<file path="src/rtl/rk_stage_pkg.sv">
// Shared types and helpers for the RK16 stage sequencer: controller states,
// stage index sizing and the "next active stage" priority encoder.
package rk_stage_pkg;

  typedef enum logic [1:0] {
    BOOT,
    RUN,
    INTR,
    HALT
  } state_t;

  // Widest stage count the priority encoder is built for.
  localparam int unsigned MAX_STAGES = 32;

  // Width of a stage index for an nstage-deep sequence (at least one bit).
  function automatic int unsigned stage_idx_w(input int unsigned nstage);
    return (nstage <= 2) ? 1 : $clog2(nstage);
  endfunction

  // Lowest stage index >= from_idx whose skip bit is clear. The last stage
  // (PC update) can never be skipped, so it is the fallback.
  function automatic int unsigned next_active(input int unsigned from_idx,
                                               input logic [MAX_STAGES-1:0] skip,
                                               input int unsigned nstage);
    int unsigned result;
    logic        found;
    result = nstage - 1;
    found  = 1'b0;
    for (int unsigned i = 0; i < MAX_STAGES; i++) begin
      if (!found && (i >= from_idx) && (i + 1 < nstage) && !skip[i]) begin
        result = i;
        found  = 1'b1;
      end
    end
    return result;
  endfunction

endpackage

</file>
<file path="src/rtl/stage_wdog.sv">
// Wait watchdog: counts consecutive cycles a memory wait stage has been
// stalled and raises a sticky fault once the stall reaches WAIT_MAX.
module stage_wdog #(
  parameter int unsigned WAIT_MAX = 0
) (
  input  logic clk,
  input  logic rst_n,
  input  logic waiting,
  output logic trip,
  output logic fault
);

  localparam int unsigned CNT_W = (WAIT_MAX < 1) ? 1 : $clog2(WAIT_MAX + 1);

  logic [CNT_W-1:0] wait_cnt_q;
  logic [CNT_W-1:0] wait_cnt_d;
  logic             fault_q;
  logic             fault_d;

  // Count stalled cycles, clear on any non-stalled cycle, latch the fault.
  always_comb begin
    trip       = (WAIT_MAX != 0) && (wait_cnt_q == CNT_W'(WAIT_MAX));
    wait_cnt_d = ((WAIT_MAX != 0) && waiting) ? wait_cnt_q + CNT_W'(1) : '0;
    fault_d    = fault_q || trip;
    fault      = fault_q || trip;
  end

  // Counter and sticky fault registers; only reset clears the fault.
  always_ff @(posedge clk or negedge rst_n) begin
    if (!rst_n) begin
      wait_cnt_q <= '0;
      fault_q    <= 1'b0;
    end else begin
      wait_cnt_q <= wait_cnt_d;
      fault_q    <= fault_d;
    end
  end

endmodule

</file>
<file path="src/rtl/stage_seq.sv">
// Multi-cycle stage sequencer for the RK16 core. Emits one-cycle stage
// enables, handles memory wait stages, per-instruction stage skipping,
// interrupt entry at instruction boundaries, halt/single-step and a
// wait-timeout fault.
module stage_seq
  import rk_stage_pkg::*;
#(
  parameter int unsigned       NSTAGE    = 4,
  parameter logic [NSTAGE-1:0] WAIT_MASK = 4'b0100,
  parameter int unsigned       WAIT_MAX  = 0
) (
  input  logic                             clk,
  input  logic                             rst_n,
  input  logic [NSTAGE-1:0]                skip_mask,
  input  logic                             mem_ready,
  input  logic                             irq,
  input  logic                             irq_en,
  input  logic                             halt_req,
  input  logic                             step,
  input  logic                             run,
  output logic [stage_idx_w(NSTAGE)-1:0]   stage,
  output logic [NSTAGE-1:0]                stg_en,
  output logic                             mem_req,
  output logic                             boot_en,
  output logic                             intr_en,
  output logic                             instr_done,
  output logic                             halted,
  output logic                             fault
);

  localparam int unsigned SW         = stage_idx_w(NSTAGE);
  localparam int unsigned LAST_STAGE = NSTAGE - 1;

  state_t                  state_q;
  state_t                  state_d;
  logic [SW-1:0]           stage_q;
  logic [SW-1:0]           stage_d;
  logic                    boot_en_q;
  logic                    boot_en_d;

  logic [MAX_STAGES-1:0]   skip_ext;
  logic [SW-1:0]           first_stage;
  logic [SW-1:0]           next_stage;
  logic                    wait_stage;
  logic                    is_last;
  logic [NSTAGE-1:0]       stage_onehot;
  logic                    wdog_trip;

  // Skip-mask decoding: where a new instruction starts and where this one goes next.
  always_comb begin
    skip_ext     = MAX_STAGES'(skip_mask);
    first_stage  = SW'(next_active(32'd0, skip_ext, NSTAGE));
    next_stage   = SW'(next_active(32'(stage_q) + 32'd1, skip_ext, NSTAGE));
    is_last      = (stage_q == SW'(LAST_STAGE));
    wait_stage   = WAIT_MASK[stage_q] && !is_last;
    stage_onehot = NSTAGE'(1) << stage_q;
  end

  stage_wdog #(
    .WAIT_MAX (WAIT_MAX)
  ) u_wdog (
    .clk     (clk),
    .rst_n   (rst_n),
    .waiting (mem_req && !mem_ready),
    .trip    (wdog_trip),
    .fault   (fault)
  );

  // Next-state and output decode; boundary decisions are taken only at the last stage.
  always_comb begin
    state_d    = state_q;
    stage_d    = stage_q;
    boot_en_d  = 1'b0;
    stg_en     = '0;
    mem_req    = 1'b0;
    intr_en    = 1'b0;
    instr_done = 1'b0;
    halted     = 1'b0;
    case (state_q)
      BOOT: begin
        if (!boot_en_q) begin
          boot_en_d = 1'b1;
        end else begin
          state_d = RUN;
          stage_d = first_stage;
        end
      end
      RUN: begin
        if (wait_stage && wdog_trip) begin
          state_d = HALT;
          stage_d = '0;
        end else if (wait_stage) begin
          mem_req = 1'b1;
          if (mem_ready) begin
            stg_en  = stage_onehot;
            stage_d = next_stage;
          end
        end else begin
          stg_en = stage_onehot;
          if (is_last) begin
            instr_done = 1'b1;
            if (irq && irq_en) begin
              state_d = INTR;
              stage_d = '0;
            end else if (halt_req || step) begin
              state_d = HALT;
              stage_d = '0;
            end else begin
              stage_d = first_stage;
            end
          end else begin
            stage_d = next_stage;
          end
        end
      end
      INTR: begin
        intr_en = 1'b1;
        if (halt_req || step) begin
          state_d = HALT;
          stage_d = '0;
        end else begin
          state_d = RUN;
          stage_d = first_stage;
        end
      end
      HALT: begin
        halted = 1'b1;
        if (run && !fault) begin
          state_d = RUN;
          stage_d = first_stage;
        end
      end
      default: begin
        state_d = BOOT;
        stage_d = '0;
      end
    endcase
  end

  // Controller registers; reset discards any partially executed instruction.
  always_ff @(posedge clk or negedge rst_n) begin
    if (!rst_n) begin
      state_q   <= BOOT;
      stage_q   <= '0;
      boot_en_q <= 1'b0;
    end else begin
      state_q   <= state_d;
      stage_q   <= stage_d;
      boot_en_q <= boot_en_d;
    end
  end

  assign stage   = stage_q;
  assign boot_en = boot_en_q;

endmodule

</file>
<file path="config.mk">
export PLATFORM = sky130hd
export DESIGN_NAME = stage_seq
export DESIGN_NICKNAME = d
export VERILOG_FILES = /design/src/rtl/rk_stage_pkg.sv /design/src/rtl/stage_wdog.sv /design/src/rtl/stage_seq.sv
export SDC_FILE = /design/constraint.sdc
export NUM_CORES = 1
export LEC_CHECK = 0
export ABC_CLOCK_PERIOD_IN_PS = 3100
export CAP_MARGIN = 20
export CORE_MARGIN = 4
export CORE_UTILIZATION = 29
export CTS_CLUSTER_DIAMETER = 30
export DETAILED_ROUTE_END_ITERATION = 8
export GPL_TIMING_DRIVEN = 1
export REMOVE_ABC_BUFFERS = 1
export SLEW_MARGIN = 10
export SYNTH_ARGS = -nofsm -noshare
export SYNTH_HDL_FRONTEND = slang
export SYNTH_HIERARCHICAL = 1
export SYNTH_SLANG_ARGS = --single-unit
</file>
<file path="constraint.sdc">
create_clock -name clk -period 3.1 [get_ports clk]
set_input_delay 0.62 -clock clk [delete_from_list [all_inputs] [get_ports clk]]
set_output_delay 0.62 -clock clk [all_outputs]
set_load 0.005 [all_outputs]
</file>
# == Word level (Yosys, flattened, before mapping) ==
# Cells that the tools add are included.
# word_totals
reg_bits,5
output_inout_bits,12
# op_classes
n_addsub,1
n_shift,1
eq_ne,10
n_reduce_logical,20
n_lt_le_gt_ge,4
mux,40
# ops
op,count
$mux W2,20
$pmux W2 S4,2
$mux W1,14
$mux W4,3
$logic_and A1 B1 Y1,9
$ne A2 B2 Y1 const B,4
$logic_not A1 Y1,7
$eq A2 B2 Y1 const B,3
$ge A1 B3 Y1 const A,2
$ne A3 B3 Y1 const B,2
$reduce_and A5 Y1,1
$shl A1 B2 Y4 const A,1
$add A2 B1 Y3 const B,1
$ge A2 B3 Y1 const A,1
$lt A2 B3 Y1 const B,1
$reduce_and A3 Y1,1
$bmux W1 S2,1
$eq A2 B1 Y1 const B,1
$logic_not A2 Y1,1
$logic_or A1 B1 Y1,1

# == Depth between registers and ports, before layout ==
# Gate-level depths: netlist of run 1.
# logic_depth
word_depth,15
ltp_mapped,6
mapped_depth_nobuf,6

# == Cells and area by module ==
# The synthesis of run 1 kept the hierarchy.
# modules_own_cells
module,n_inst,seq_area_each_um2,area_each_um2,cells_per_inst
stage_seq,1,125.1,494.2,58
stage_wdog,1,0.0,18.8,3

# == Worst setup path after synthesis of run 1 ==
# Ideal clock, no wire load.
# synth_timing
path_kind,register to output
start,reg state_q[1]
end,out stg_en[2]
path_buffers,0
stages_incl_launch_ff,5
arrival_time_ps,1139
required_ps,2480
path_slack_ps,1341
cell_sequence,dfrtp_1 -> inv_1 -> ha_1 -> and4bb_2 -> and2_1
# synth_between
elab_chain_len,2
# synth_lines
element,line,source
from (decl),stage_seq.sv:34,state_t state_q;
from (signal assigned),stage_seq.sv:147,state_q <= state_d;
$eq A2 B1 Y1,stage_seq.sv:79,case (state_q)
$mux W4,stage_seq.sv:79,
to (decl),stage_seq.sv:22,"output logic [NSTAGE-1:0] stg_en,"
# Every way passes these cells.

# == Final worst setup path of run 1 ==
# Ends and elaborated chain as after synthesis.

==> results.cfg, run 1 <==
[hold_path]
min_path_type = in -> async

[timing]
rsz0062_at_grt = false
hold_viol_final = 0
setup_violations = 0
slew_violations = 0
fmax_mhz = 384
setup_tns_ns = 0
fin_skew_ns = 0.00314
fin_crit_ns = 2.60
finalCritPeriodShare = 0.840

[placed_design]
gp_congestion = 0.703
portBuffers = 21
hpwl_um = 947
placed_cell_area_sq_um = 703

[critical_path]
start_kind = register
crit_type = reg -> out
required_ns = 2.48
reg2regPathDepth = 5
path_max_fanout = 8
crit_path_end_kind = primary output
arrival_ns = 1.98

[routing]
totalWireLength_mm = 1.16
vias = 481
drc = 0
via_per_inst = 4.91
dr.pass1.iters = 3
ant_nets = 0
wl_per_cell_um = 11.8
drt_iter0_drc = 2

[synth]
ys_warn_count = 6
syn_area_per_cell_sq_um = 8.45
synthCells = 60
synth_area_sq_um = 507

[finish]
finish.instance_area_sq_um = 729
mostFrequentLayoutCells = clkdlybuf4s50_1, inv_1, nand2_1, nor2_1, dfrtp_1
drive_above_1_share = 0.134
final_core_util = 0.463
syn_to_final_growth_pct = 44.0
final_nets = 99
final_common_cell = clkdlybuf4s50_1
fill_cells = 169
antenna_cells = 0

[cts]
cts_tree = done
insertion_delay_ns = 0.24
cts_hold_buf = 0
ctsResizeCount = 0
cts_max_path_buffers = 2
cts.clk_slew.worst_paths_ns = 0.04
post_cts_buffers = 0
cts_root_buf = clkbuf_4
numCtsBuffers = 3
clock-sinks = 5
cts_htree_levels = 1

[pwr]
p_per_area_nw_per_um2 = 895
p_int_w = 0.000384
leakage_nw = 0.324
swShare = 0.412
power_w = 0.000653
p_seq_frac = 0.231
power_frac_comb = 0.656
power_switching_w = 0.000269
peakVddDrop_mv = 0.565
pwr-share-clk = 0.112

[global_routing]
grt_pass1_vias = 453
grt_max_degree = 13
gr-total-overflow = 0
grt_pass1_wl_mm = 1.90
grt_util_all_layers = 0.102
antenna_found_initial = 0

[die]
dieHeight_um = 49.8
io_pins = 24
dieArea_sq_um = 2480
fp-row-count = 14
die_w_um = 49.8
coreArea_sq_um = 1580
initial_utilization = 0.321

[run]
cap_violations = 0

[outcome]
status = finished, final reports clean
[flip-flops by register name (all words and copies together) (netlist names)]
signal   flops
stage        2
boot_en      1
state_q      2
[worst max-delay path: stages, from the launching register on]
cell and delay [ns]:
dfrtp_1 0.40, inv_1 0.11, ha_1 0.32, and4bb_2 0.31, and2_1 0.13, clkdlybuf4s50_1 0.49
[layout make-up]
| cell class | instances | area [sq um] | share of cell area |
|---|---|---|---|
| Multi-Input combinational cell | 47 | 329 | 0.451 |
| Timing Repair Buffer | 21 | 210 | 0.288 |
| Sequential cell | 5 | 125 | 0.172 |
| Clock buffer | 4 | 26.3 | 0.0360 |
| Tap cell | 16 | 20.0 | 0.0274 |
| Inverter | 5 | 18.8 | 0.0257 |
[routing by layer]
layer | wire length [um] | vias to the layer above | GRT usage
met5 | 0 | - | 0
met4 | 17 | 0 | 0.0415
met3 | 77 | 2 | 0.0422
met2 | 520 | 21 | 0.156
met1 | 546 | 208 | 0.126
li1 | - | 250 | -
[power by group through the flow]
| stage | registers [W] | logic [W] | clock network [W] |
|---|---|---|---|
| 6_report | 0.000151 | 0.000429 | 0.0000734 |
| 5_1_grt | 0.000158 | 0.000473 | 0.0000821 |
| 4_1_cts | 0.000151 | 0.000433 | 0.0000765 |
| 3_5_place_dp | 0.000152 | 0.000431 | 0 |
| 2_1_floorplan | 0.000143 | 0.000263 | 0 |
| 3_3_place_gp | 0.000150 | 0.000428 | 0 |
[stage by stage]
stage | cells | hold slack, ns | setup WS, ns
CTS | 98 | 0.595 | 0.484
detailed placement | 94 | 0.614 | 0.743
global placement | 94 | 0.609 | 0.755
floorplan | 57 | 0.324 | 1.35
global route | 98 | 0.610 | 0.342
finish | 98 | 0.595 | 0.497
[final timing paths]
path / start / endpoint / slack, ns
max in group asynchronous: rst_n / boot_en / 2.32
worst max-delay path: state_q[1] / stg_en[2] / 0.50
worst min-delay path: rst_n / stage[1] / 0.59
worst min register to register: boot_en / boot_en / 0.62
worst max register to register: state_q[1] / stage[0] / 1.31
min in group clk: boot_en / boot_en / 0.62
Note: power is estimated with default switching activity, not from simulation.
==> run 2, diff against run 1 <==
ABC_CLOCK_PERIOD_IN_PS = 2400   (was 3100)
clock period = 2.4 ns   (was 3.1 ns; I/O delays follow)
==> run 2 against run 1 <==
Effect of this change:
- final area is 2.1% higher
- core utilization rose by 0.95 points
- critical path depth is the same
- clock power is 31% higher
- count of clock-buffer cells in the layout stayed put
- sequential power increased by 16%
- first-iteration DRC count grew to 3.5 times the previous value
- routed wire length increased by 0.78%
- total power increased by 34%
- non-clock buffer count increased by 2
- critical path type unchanged
- highest routed layer unchanged
==> results.cfg, run 2 (synthesis gave the netlist of run 1 again) <==
[pwr]
peakVddDrop_mv = 0.708
leakage_nw = 0.334
p_per_area_nw_per_um2 = 1180

[timing]
worst_slack_ns = 0.123
setup_tns_ns = 0
rsz0062_at_grt = false
setup_violations = 0
finalCritPeriodShare = 0.949
fin_crit_ns = 2.28
fin_skew_ns = 0.00670
slew_violations = 0
fmax_mhz = 439
hold_viol_final = 0

[critical_path]
start_kind = register
crit_type = reg -> out
path_max_fanout = 3
crit_path_end_kind = primary output
arrival_ns = 1.80
required_ns = 1.92

[cts]
cts_tree = done
insertion_delay_ns = 0.24
cts_max_path_buffers = 2
cts_hold_buf = 0
cts_root_buf = clkbuf_4
ctsResizeCount = 0
cts.clk_slew.worst_paths_ns = 0.04
cts_htree_levels = 1
post_cts_buffers = 0
numCtsBuffers = 3
clock-sinks = 5

[placed_design]
dp_cells = 96
hpwl_um = 950
dp_slack_ns = 0.283
gp_congestion = 0.711
portBuffers = 21

[routing]
wl_per_cell_um = 11.7
drc = 0
via_per_inst = 4.96
vias = 496
ant_nets = 0
dr.pass1.iters = 4
drt_iter0_drc = 7
totalWireLength_mm = 1.17

[global_routing]
grt_max_degree = 13
grt_util_all_layers = 0.0992
grt_pass1_vias = 419
gr-total-overflow = 0
antenna_found_initial = 0
grt_pass1_wl_mm = 1.82

[finish]
mostFrequentLayoutCells = clkdlybuf4s50_1, inv_1, nand2_1, nor2_1, dfrtp_1
instances_no_fill = 100
fill_cells = 157
final_nets = 101
final_core_util = 0.472
syn_to_final_growth_pct = 46.9
antenna_cells = 0
final_common_cell = clkdlybuf4s50_1
drive_above_1_share = 0.155

[die]
dieArea_sq_um = 2480
coreArea_sq_um = 1580
die_w_um = 49.8
io_pins = 24
dieHeight_um = 49.8
fp-row-count = 14
initial_utilization = 0.321

[hold_path]
min_path_type = in -> async

[run]
cap_violations = 0

[outcome]
status = finished, final reports clean
## run 2: changes by cell type in the layout (fill, tap and decap cells not counted), sizes merged
| cell | before | now |
|---|---|---|
| buf | 0 | 2 |
## run 2: final timing paths
path,cells after the start,startpoint,slack [ns],to
setup / recovery,5,state_q[1],0.12,stg_en[2]
hold / removal,1,rst_n,0.45,stage[0]
setup reg to reg,6,state_q[1],0.66,stage[0]
hold reg to reg,1,boot_en,0.62,boot_en
max in group asynchronous,1,rst_n,1.76,state_q[1]
min in group clk,1,boot_en,0.62,boot_en
## run 2: stage by stage
step	hold slack, ns	instance area [sq um]	power (W)
global placement	0.607	718	0.000774
floorplan	0.184	473	0.000524
global route	0.462	744	0.000956
detailed placement	0.617	718	0.000781
CTS	0.451	744	0.000885
finish	0.451	744	0.000875
## run 2: report_power, final
part,internal [W],switching [W]
logic,0.000324,0.000280
registers,0.000129,0.0000458
clock network,0.0000628,0.0000333
total,0.000516,0.000359
## run 2: routing by layer
metal | vias to the layer above | GRT usage | part of all wire
met5 | - | 0 | 0
li1 | 257 | - | -
met2 | 18 | 0.141 | 0.44
met1 | 217 | 0.128 | 0.48
met4 | 0 | 0.0415 | 0.018
met3 | 4 | 0.0452 | 0.069
## run 2: layout make-up
type                       count  area [sq um]  area share
timing repair buffer          23           225       0.303
multi-input combinational     47           329       0.442
tap                           16          20.0      0.0269
inverter                       5          18.8      0.0252
sequential                     5           125       0.168
clock buffer                   4          26.3      0.0353
## run 2: worst max-delay path, stage by stage (launching register included)
cell and delay, ns:
dfrtp_1 0.39, inv_1 0.10, ha_1 0.17, and4bb_2 0.27, and2_1 0.13, clkdlybuf4s50_1 0.49
==> run 3, diff against run 2 <==
PLACE_DENSITY = 0.67   (was default)
==> run 3 against run 2 <==
Effect of this change:
- clock power is 1% higher
- clock skew shrank 0.0037 ns
- hold slack gained 0.013 ns
- sequential power up 11%
- maximum frequency is 0.67% higher
- combinational power shrank 6.1%
- die area unchanged
- cell count is 1.0% lower
- setup slack improved by 0.015 ns
- non-clock buffer count down 1
- first-iteration DRC count fell by 57%
- final area decreased by 1.0%
- largest cell class unchanged
- highest routed layer unchanged
==> results.cfg, run 3 (synthesis gave the netlist of run 1 again) <==
[critical_path]
reg2regPathDepth = 6
slowest_stage = clkdlybuf4s50_1
crit_path_end_kind = primary output
required_ns = 1.92
path_depth = 5
critPathTopFamily = buffers and inverters
cp_num_buf_inv = 2
path_cells = inv_2 -> ha_1 -> and4bb_2 -> and2_1 -> clkdlybuf4s50_1
path_max_fanout = 3
arrival_ns = 1.78
slowest_delay_ns = 0.49
crit_type = reg -> out
start_kind = register

[timing]
fin_skew_ns = 0.00297
setup_tns_ns = 0
hold_viol_final = 0
fin_crit_ns = 2.26
fmax_mhz = 442
rsz0062_at_grt = false
slew_violations = 0
finalCritPeriodShare = 0.943
setup_violations = 0
worst_slack_ns = 0.138
hold_slack_ns = 0.464

[routing]
via_per_inst = 4.98
ant_nets = 0
vias = 493
wl_per_cell_um = 11.3
drt_iter0_drc = 3
totalWireLength_mm = 1.12
drc = 0
dr.pass1.iters = 4

[placed_design]
portBuffers = 21
hpwl_um = 911
dp_slack_ns = 0.316
gp_congestion = 0.766

[finish]
antenna_cells = 0
syn_to_final_growth_pct = 45.4
mostFrequentLayoutCells = clkdlybuf4s50_1, nand2_1, nor2_1, dfrtp_1
final_common_cell = clkdlybuf4s50_1
final_nets = 100
drive_above_1_share = 0.157

[cts]
cts_max_path_buffers = 2
cts_htree_levels = 1
cts.clk_slew.worst_paths_ns = 0.04
cts_tree = done
numCtsBuffers = 3
cts_hold_buf = 0
clock-sinks = 5
insertion_delay_ns = 0.24
cts_root_buf = clkbuf_4
post_cts_buffers = 0

[pwr]
power_w = 0.000860
peakVddDrop_mv = 0.559
leakage_nw = 0.328
p_per_area_nw_per_um2 = 1170

[global_routing]
antenna_found_initial = 0
grt_max_degree = 13
grt_util_all_layers = 0.0943
grt_pass1_wl_mm = 1.75
gr-total-overflow = 0
grt_pass1_vias = 427

[die]
dieHeight_um = 49.8
fp-row-count = 14
dieArea_sq_um = 2480
coreArea_sq_um = 1580
initial_utilization = 0.321
io_pins = 24
die_w_um = 49.8

[outcome]
status = finished, final reports clean

[hold_path]
min_path_type = in -> async

[run]
cap_violations = 0
==> run 3: cell count changes in the layout (fill, tap and decap cells not counted), sizes merged <==
| cell | before | now |
|---|---|---|
| buf | 2 | 1 |
==> run 3: area by class of cell <==
class,instances,area (sq um)
fillers,165,840
multi-input cells,47,329
repair buffers,22,218
flip-flops and latches,5,125
clock buffers,4,26.3
well taps,16,20.0
inverters,5,18.8
==> run 3: timing repair <==
| item | 4_1_cts | 5_1_grt |
|---|---|---|
| endpoints found under the hold margin | 0 | 0 |
| gates resized for setup | 0 | 1 |
| endpoints found under the setup margin | 0 | 1 |
==> run 3: path summary, 6_finish.rpt <==
| check | start | to | slack, ns |
|---|---|---|---|
| worst max-delay path | state_q[1] | stg_en[2] | 0.14 |
| worst min-delay path | rst_n | stage[1] | 0.46 |
| worst max register to register | state_q[1] | stage[0] | 0.75 |
| worst min register to register | state_q[1] | state_q[1] | 0.61 |
| max in group asynchronous | rst_n | state_q[1] | 1.74 |
| min in group clk | state_q[1] | state_q[1] | 0.61 |
==> run 3: power by group <==
group / leakage, nW / internal [W] / switching [W]
clock network: 0.0150 / 0.0000629 / 0.0000346
registers: 0.0606 / 0.000129 / 0.0000659
logic: 0.253 / 0.000314 / 0.000254
total: 0.328 / 0.000505 / 0.000355
==> run 3: stage by stage <==
stage                      util  cells  instance area [sq um]
final                     0.467     99                    737
after CTS                 0.467     99                    737
after global placement    0.451     95                    711
after global routing      0.467     99                    737
after detailed placement  0.451     95                    711
after floorplan               -     57                    473
==> run 3: layer usage <==
metal | GRT usage | share of wire | vias to the layer above
met1 | 0.0952 | 0.42 | 227
met4 | 0.0276 | 0.0054 | 0
li1 | - | - | 249
met5 | 0 | 0 | -
met2 | 0.163 | 0.52 | 15
met3 | 0.0542 | 0.057 | 2
==> variant, RTL diff (settings of run 3) <==
Register the output `intr_en`, cleared by the reset; this adds one clock of latency there. The other outputs are not delayed to match.
--- a/src/rtl/stage_seq.sv
+++ b/src/rtl/stage_seq.sv
@@ -31,4 +31,6 @@
   localparam int unsigned SW         = stage_idx_w(NSTAGE);
   localparam int unsigned LAST_STAGE = NSTAGE - 1;
+
+  logic intr_en_d;
 
   state_t                  state_q;
@@ -74,5 +76,5 @@
     stg_en     = '0;
     mem_req    = 1'b0;
-    intr_en    = 1'b0;
+    intr_en_d  = 1'b0;
     instr_done = 1'b0;
     halted     = 1'b0;
@@ -115,5 +117,5 @@
       end
       INTR: begin
-        intr_en = 1'b1;
+        intr_en_d = 1'b1;
         if (halt_req || step) begin
           state_d = HALT;
@@ -154,4 +156,12 @@
   assign boot_en = boot_en_q;
 
+  always_ff @(posedge clk or negedge rst_n) begin
+    if (!rst_n) begin
+      intr_en <= '0;
+    end else begin
+      intr_en <= intr_en_d;
+    end
+  end
+
 endmodule
 
Check against the original RTL: not equivalent (Yosys sat finds a counterexample within 4 cycles, from zero or initial values and one cycle with rst_n low).
==> variant against run 3 <==
- total power up 1.7%
- cell area increased by 5.6%
- wire length rose by 5.0%
- worst setup slack worse by 3.6 ps
- synthesized area is 4.2% higher
- combinational power about the same
- sequential cell count grew 1
- critical path depth stayed put
- hold slack improved by 12 ps
- critical path type unchanged
- largest power group unchanged
==> variant: results (changes against run 3) <==
* Status: complete, no violations
* WP data arrival at 1790 ps
* Met3 wire length at 59 um (-7.8%)
* Layout fillers at 182 (+10%)
* End of the critical path: stg_en[2]
* Clock buffer depth at 2 (unchanged)
* Setup Buffers After CTS at 0 (unchanged)
* Ant diodes at 0 (unchanged)
* CTS H-tree lvls at 1 (unchanged)
* HP Class: input port to asynchronous set/reset pin
* IO Port Bufs at 21 (unchanged)
* Leakage at 0.344 nW (+4.6%)
* Worst skew pair latency at 240 ps (about the same)
* Worst Skew at 1.77 ps (-1.21 ps)
* Total CTS buffers at 3 (unchanged)
* DRT iter0 DRCs at 10 (+7)
* Worst Path Max Fanout at 7 (+4)
* Placed cell area at 743 um2 (+4.6%)
* DR WL met2 at 601 um (+3.6%)
* Root buffer cell: clkbuf_4
* HPWL after DPL at 1010 um (+10%)
* Vias per cell at 4.64 (-6.9%)
* First-pass GRT wire length at 1930 um (+10%)
* Post-Route WL at 1180 um (+5.0%)
* Worst R2R End: state_q[0]
* GP Congestion at 0.754 (-1.6%)
* Antenna Violating Nets Remaining at 0 (unchanged)
* Initial antenna violation count at 0 (unchanged)
* Peak supply drop at 0.653 mV (+17%)
* Nets at 98 (-2.0%)
* Largest net degree at the start of global routing at 13 (unchanged)
* GRT Util Overall at 9.95% (+0.52 points)
* Clock transition at path regs at 40 ps (about the same)
* Worst r2r src: state_q[0]
* DRT met1 WL at 515 um (+10%)
* Yosys warning total at 6 (unchanged)
* Layout cell share with drive strength beyond 1 at 11.3% (-4.4 points)
* Switching share of power at 40.3% (-0.89 points)
* Flop2flop setup slack at 880 ps (+130 ps)
* Number of global-route vias before repair at 443 (+3.7%)
* Crit path from: state_q[1]
* DR top layer: met3
* R2R cell count at 6 (unchanged)
* DR pass1 iterations at 4 (unchanged)
==> variant: routing by layer <==
metal / up-vias / track usage (%)
met5: - / 0
met4: 0 / 2.69
met3: 0 / 4.45
met2: 15 / 15.7
met1: 221 / 12.2
li1: 251 / -
==> variant: metrics by stage <==
stage          hold WS, ps  power (W)  instances  setup slack (ps)  util (%)
2_1_floorplan          184   0.000543         56               815         -
3_3_place_gp           470   0.000757        102               264      43.0
3_5_place_dp           481   0.000771        102               256      43.0
4_1_cts                476   0.000871        105              26.9      44.5
5_1_grt                481   0.000958        105              31.1      45.1
6_report               476   0.000874        105               134      45.1
==> variant: timing repair <==
action,CTS,global route
setup endpoints to repair,1,1
hold buffers,0,0
resized for setup,1,2
==> variant: power groups by stage <==
| stage | sequential (W) | combinational [W] | clock [W] |
|---|---|---|---|
| after floorplan | 0.000206 | 0.000337 | 0 |
| after global placement | 0.000212 | 0.000545 | 0 |
| after detailed placement | 0.000215 | 0.000556 | 0 |
| after CTS | 0.000214 | 0.000561 | 0.0000964 |
| after global routing | 0.000231 | 0.000623 | 0.000104 |
| final | 0.000218 | 0.000566 | 0.0000907 |
==> variant: worst min path at each step <==
stage,from,to,cells after the start
floorplan,rst_n,boot_en,0
global placement,boot_en,boot_en,1
detailed placement,boot_en,boot_en,1
CTS,rst_n,intr_en,1
global route,rst_n,intr_en,1
finish,rst_n,boot_en,1
==> variant: final cells by class <==
| class | instances | area share (%) |
|---|---|---|
| Timing Repair Buffer | 21 | 27.0 |
| Tap cell | 25 | 4.02 |
| Multi-Input combinational cell | 41 | 42.4 |
| Inverter | 9 | 4.34 |
| Clock buffer | 3 | 2.89 |
| Sequential cell | 6 | 19.3 |
==> variant: critical path: stages, from the launching register on <==
cell and delay, ps:
dfrtp_1 400, inv_2 100, ha_4 160, and4bb_4 260, and2_1 130, clkdlybuf4s50_1 490
